## src/rtl/uart_tx_arbiter_if.sv

```systemverilog
// uart_tx_arbiter_if: requester-side and TX-side byte handshakes of the shared UART TX arbiter.
interface uart_tx_arbiter_if #(
  parameter int N_REQ = 2,
  parameter int DATA_W = 8
);
  logic [N_REQ*DATA_W-1:0] req_data;
  logic [N_REQ-1:0] req_last;
  logic [N_REQ-1:0] req_valid;
  logic [N_REQ-1:0] req_ready;
  logic [DATA_W-1:0] tx_data;
  logic tx_valid;
  logic tx_ready;
  modport master (
    output req_data, req_last, req_valid, tx_ready,
    input req_ready, tx_data, tx_valid
  );
  modport slave (
    input req_data, req_last, req_valid, tx_ready,
    output req_ready, tx_data, tx_valid
  );
endinterface

```

## src/rtl/uart_tx_arbiter.sv

```systemverilog
// uart_tx_arbiter: message-level round-robin sharing of one UART TX between N_REQ byte sources.
// Define UART_ARB_TIMEOUT_EN to release a LOCK that idles for TIMEOUT_CYC cycles.
module uart_tx_arbiter #(
  parameter int N_REQ = 2,
  parameter int DATA_W = 8,
  parameter int TIMEOUT_CYC = 50000,
  localparam int GW = N_REQ > 1 ? $clog2(N_REQ) : 1
) (
  input logic clk,
  input logic btn,
  uart_tx_arbiter_if.slave bus,
  output logic [GW-1:0] grant_id,
  output logic busy
`ifdef UART_ARB_TIMEOUT_EN
  ,
  output logic timeout_pulse
`endif
);
  typedef enum logic [1:0] {IDLE, CAPTURE, SEND, LOCK} state_t;
  state_t state;
  logic [GW-1:0] last_grant, winner, idx;
  logic any_valid, hold_last, tx_valid, sel_valid, sel_last;
  logic [DATA_W-1:0] tx_data, sel_data;
  logic [N_REQ-1:0] req_ready;
  if (N_REQ < 1 || N_REQ > 8 || DATA_W < 1 || TIMEOUT_CYC < 2) begin : g_bad_param
    $error("uart_tx_arbiter: parameter out of range");
  end
  // Scan farthest-to-nearest from last_grant so the nearest valid requester wins.
  always_comb begin
    winner = last_grant;
    any_valid = 1'b0;
    idx = '0;
    for (int k = N_REQ; k >= 1; k--) begin
      idx = GW'((int'(last_grant) + k) % N_REQ);
      if (bus.req_valid[idx]) begin
        winner = idx;
        any_valid = 1'b1;
      end
    end
  end
  always_comb begin
    sel_data = '0;
    sel_last = 1'b0;
    sel_valid = 1'b0;
    req_ready = '0;
    for (int i = 0; i < N_REQ; i++) begin
      if (grant_id == GW'(i)) begin
        sel_data = bus.req_data[i*DATA_W +: DATA_W];
        sel_last = bus.req_last[i];
        sel_valid = bus.req_valid[i];
        req_ready[i] = state == CAPTURE;
      end
    end
  end
  assign bus.req_ready = req_ready;
  assign bus.tx_data = tx_data;
  assign bus.tx_valid = tx_valid;
  assign busy = state != IDLE;
`ifdef UART_ARB_TIMEOUT_EN
  localparam int CW = $clog2(TIMEOUT_CYC);
  logic [CW-1:0] cnt;
`endif
  always_ff @(posedge clk or negedge btn) begin
    if (!btn) begin
      state <= IDLE;
      tx_valid <= 1'b0;
      tx_data <= '0;
      hold_last <= 1'b0;
      last_grant <= GW'(N_REQ - 1);
      grant_id <= GW'(N_REQ - 1);
`ifdef UART_ARB_TIMEOUT_EN
      cnt <= '0;
      timeout_pulse <= 1'b0;
`endif
    end else begin
`ifdef UART_ARB_TIMEOUT_EN
      timeout_pulse <= 1'b0;
      cnt <= state == LOCK ? cnt + 1'b1 : '0;
`endif
      case (state)
        IDLE: if (any_valid) begin
          grant_id <= winner;
          state <= CAPTURE;
        end
        CAPTURE: if (sel_valid) begin
          tx_data <= sel_data;
          hold_last <= sel_last;
          tx_valid <= 1'b1;
          state <= SEND;
        end
        SEND: if (bus.tx_ready) begin
          tx_valid <= 1'b0;
          if (hold_last) begin
            last_grant <= grant_id;
            state <= IDLE;
          end else state <= LOCK;
        end
        LOCK:
`ifdef UART_ARB_TIMEOUT_EN
          if (cnt == CW'(TIMEOUT_CYC - 1)) begin
            last_grant <= grant_id;
            timeout_pulse <= 1'b1;
            state <= IDLE;
          end else
`endif
          if (sel_valid) state <= CAPTURE;
        default: state <= IDLE;
      endcase
    end
  end
endmodule

```

## src/flat_wrapper.sv

```systemverilog
// flat-port wrapper written by rule: the top's interface ports become plain ports
module uart_tx_arbiter_flat 
#(
  parameter int N_REQ = 2,
  parameter int DATA_W = 8,
  parameter int TIMEOUT_CYC = 50000,
  localparam int GW = N_REQ > 1 ? $clog2(N_REQ) : 1
)
  (clk, btn, grant_id, busy, bus_req_data, bus_req_last, bus_req_valid, bus_tx_ready, bus_req_ready, bus_tx_data, bus_tx_valid);
  uart_tx_arbiter_if #(.N_REQ(N_REQ), .DATA_W(DATA_W)) bus_i ();
  input logic clk;
  input logic btn;
  output logic [GW-1:0] grant_id;
  output logic busy;
  input wire logic [$bits(bus_i.req_data)-1:0] bus_req_data;
  input wire logic [$bits(bus_i.req_last)-1:0] bus_req_last;
  input wire logic [$bits(bus_i.req_valid)-1:0] bus_req_valid;
  input wire logic [$bits(bus_i.tx_ready)-1:0] bus_tx_ready;
  output wire logic [$bits(bus_i.req_ready)-1:0] bus_req_ready;
  output wire logic [$bits(bus_i.tx_data)-1:0] bus_tx_data;
  output wire logic [$bits(bus_i.tx_valid)-1:0] bus_tx_valid;
  assign bus_i.req_data = bus_req_data;
  assign bus_i.req_last = bus_req_last;
  assign bus_i.req_valid = bus_req_valid;
  assign bus_i.tx_ready = bus_tx_ready;
  assign bus_req_ready = bus_i.req_ready;
  assign bus_tx_data = bus_i.tx_data;
  assign bus_tx_valid = bus_i.tx_valid;
  uart_tx_arbiter #(.N_REQ(N_REQ), .DATA_W(DATA_W), .TIMEOUT_CYC(TIMEOUT_CYC)) u_core (.clk(clk), .btn(btn), .bus(bus_i), .grant_id(grant_id), .busy(busy));
endmodule
```

## config.mk

```make
export PLATFORM = sky130hd
export DESIGN_NAME = uart_tx_arbiter_flat
export DESIGN_NICKNAME = d
export VERILOG_FILES = /design/src/rtl/uart_tx_arbiter_if.sv /design/src/rtl/uart_tx_arbiter.sv /design/src/flat_wrapper.sv
export SDC_FILE = /design/constraint.sdc
export NUM_CORES = 1
export LEC_CHECK = 0
export ABC_AREA = 1
export CORE_MARGIN = 1.5
export CORE_UTILIZATION = 30
export DETAILED_ROUTE_END_ITERATION = 6
export SYNTH_ARGS = -nofsm -noshare
export SYNTH_HDL_FRONTEND = slang
export SYNTH_SLANG_ARGS = --single-unit
```

## constraint.sdc

```tcl
create_clock -name clk -period 2.1 [get_ports clk]
set_input_delay 0.525 -clock clk [delete_from_list [all_inputs] [get_ports clk]]
set_output_delay 0.525 -clock clk [all_outputs]
set_load 0.02 [all_outputs]
```

==> out/metrics.csv <==
metric,value,unit
status,finished clean,
"Slew Viols, Final",0,
Synth Register Bits,14,
die width,55.59,um
worst vdd ir,719.4,uV
total track usage,13.58,%
Num CTS Buffers,3,
Mapped Nets,143,
Via Count,810,
sequential cell area fraction in the yosys report,42.53,%
CP Launch Type,flip-flop,
critical path cell sequence,clkdlybuf4s50_1,
internal power,0.9269,mW
DRC viols,0,
clock latency at the later pin of the worst-skew pair,0.28,ns
MaxCap Viol Count,0,
worst hold path type,flip-flop to flip-flop,
layout cell share with drive strength beyond 1,9.091,%
largest net degree at the start of global routing,19,
"Distinct cells, synth",16,
TritonCTS clock tree,yes,
PwrDens,1338,nW/um2
"Reg clk slew, reported paths",0.09,ns
part of the power in the clock network,11.5,%
core region area,2545,um2
final instance area,1240,um2
clk sinks,14,
sw frac,44.13,%
Setup WS post-layout,0.06436,ns
Synth Cell Area,829.5,um2
Post-CTS Setup Bufs,0,
WS Path Type,flip-flop to output port,
DR iter-0 viols,21,
Slew @ Worst Pin,0.4055,ns
Final HPWL DP,1.389,mm
Vert. Die Dim,55.59,um
"non-filler cells, final",184,
Vias/cell,4.402,
vias in the first global route,791,
WL/cell,10.10,um
setup tns final,0,ns
crit end category,output port,
"commonest non-fill, non-tap cells in the layout","nand2_1, clkdlybuf4s50_1, inv_1",
Ys Warns,0,
Crit path largest cell delay,0.62,ns
fmax,491.2,MHz
min Tclk post-route,2.036,ns
Comb power frac,58.5,%
"Hold Vio Cnt, Final",0,
Final GP Congestion,0.7553,
Die ar.,3090,um2
Longest Clk Path Bufs,2,
Tcrit/Tclk final,96.94,%
fin util,48.72,%
Worst EP arrival,1.51,ns
"Req. time, crit path",1.57,ns
"most common cell after layout, fill and taps aside",nand2_1,
ANT nets after route,0,
# H-tree levels,1,
final setup violating endpoints,0,
Synth Instances,116,
root buffer cell,clkbuf_4,
GRT overflow,0,
Site Rows,18,
Pleak,0.6198,nW
final WL,1.858,mm
Mapped Avg Cell Area,7.151,um2
relative slew slack,72.91,%
count of input and output buffers,35,
first-pass GRT wire length,3.339,mm
placed cell area,1211,um2
CP bufs+invs,1,
clock skew,0.005790,ns
Placed Cells incl. Taps,180,
nets@finish,182,
worst hold slack,0.4914,ns
Syn-to-layout area delta,49.47,%
CP max FO,6,
Initial Util,32.60,%
"delay-heaviest family, CP",buffers and inverters,
pre-CTS setup slack,0.1199,ns
I/O pin cnt,36,
slowest CP cell,clkdlybuf4s50_1,
Flop pwr share,29.9,%
Sw Pwr,0.7322,mW
initial antenna violation count,0,
antenna cells,0,
total power,1.659,mW
RSZ-0062 raised after global routing,false,
drt pass-1 iters,4,
[sequential cells by signal (all words and copies together), names as in the netlist]
register             flops
u_core.bus.tx_data       8
u_core.bus.tx_valid      1
u_core.grant_id          1
u_core.hold_last         1
u_core.last_grant        1
u_core.state             2
[logic make-up (layout without fill, tap and decap cells)]
group                    count (synthesis)  after routing  share of synthesized area (%)
AO/OA/AOI/OAI                           17             17                          11.61
adder cells (fa/ha/maj)                  4              4                          6.033
flip-flops                              14             14                          42.53
AND/OR/NAND/NOR                         59             59                          28.66
buffers and inverters                   22             60                          11.16
[worst paths after layout]
check | from | to | slack, ns | cells after the start
worst max-delay path | u_core.grant_id$_DFFE_PN1P_ | grant_id | 0.06 | 1
worst min-delay path | u_core.last_grant$_DFFE_PN1P_ | u_core.last_grant$_DFFE_PN1P_ | 0.49 | 2
worst max register to register | u_core.grant_id$_DFFE_PN1P_ | u_core.bus.tx_data[7]$_DFFE_PN0P_ | 0.54 | 5
worst min register to register | u_core.last_grant$_DFFE_PN1P_ | u_core.last_grant$_DFFE_PN1P_ | 0.49 | 2
max in group asynchronous | btn | u_core.grant_id$_DFFE_PN1P_ | 1.32 | 2
min in group asynchronous | btn | u_core.bus.tx_data[1]$_DFFE_PN0P_ | 0.54 | 2
[layout make-up]
cell class,count,area [um2]
Tap cell,30,37.54
Fill cell,269,1305
Timing Repair Buffer,37,357.8
Sequential cell,14,352.8
Multi-Input combinational cell,80,384.1
Clock buffer,4,36.28
Inverter,19,71.32
[synth_stat cells (all sizes together)]
library cell  count  area, um2
nand2            50      192.7
inv              19      71.31
o21ai            14      70.07
dfrtp            12      300.3
nand3             5      25.02
ha                4      50.05
a21oi             3      26.28
buf               3      21.27
dfstp             2      52.55
nor2              2      7.510
nand4             1      6.260
or2               1      6.260
[power by group through the flow]
stage / clock network [mW] / registers, mW / logic (mW)
finish: 0.191 / 0.497 / 0.971
floorplan: 0 / 0.604 / 0.517
detailed placement: 0 / 0.503 / 1.01
CTS: 0.199 / 0.498 / 0.991
global route: 0.221 / 0.515 / 1.10
global placement: 0 / 0.499 / 1.00
[timing repair]
item / 4_1_cts / 5_1_grt
pin swaps: 0 / 0
setup endpoints to repair: 3 / 1
resized for setup: 3 / 2
hold buffers: 0 / 0
[layer usage]
metal	share of wire, %	track usage [%]
met4	1.5	6.272
met3	8.3	4.651
met5	0	0
met1	47	17.78
met2	44	20.07
Power figures use the tool's default switching activity.
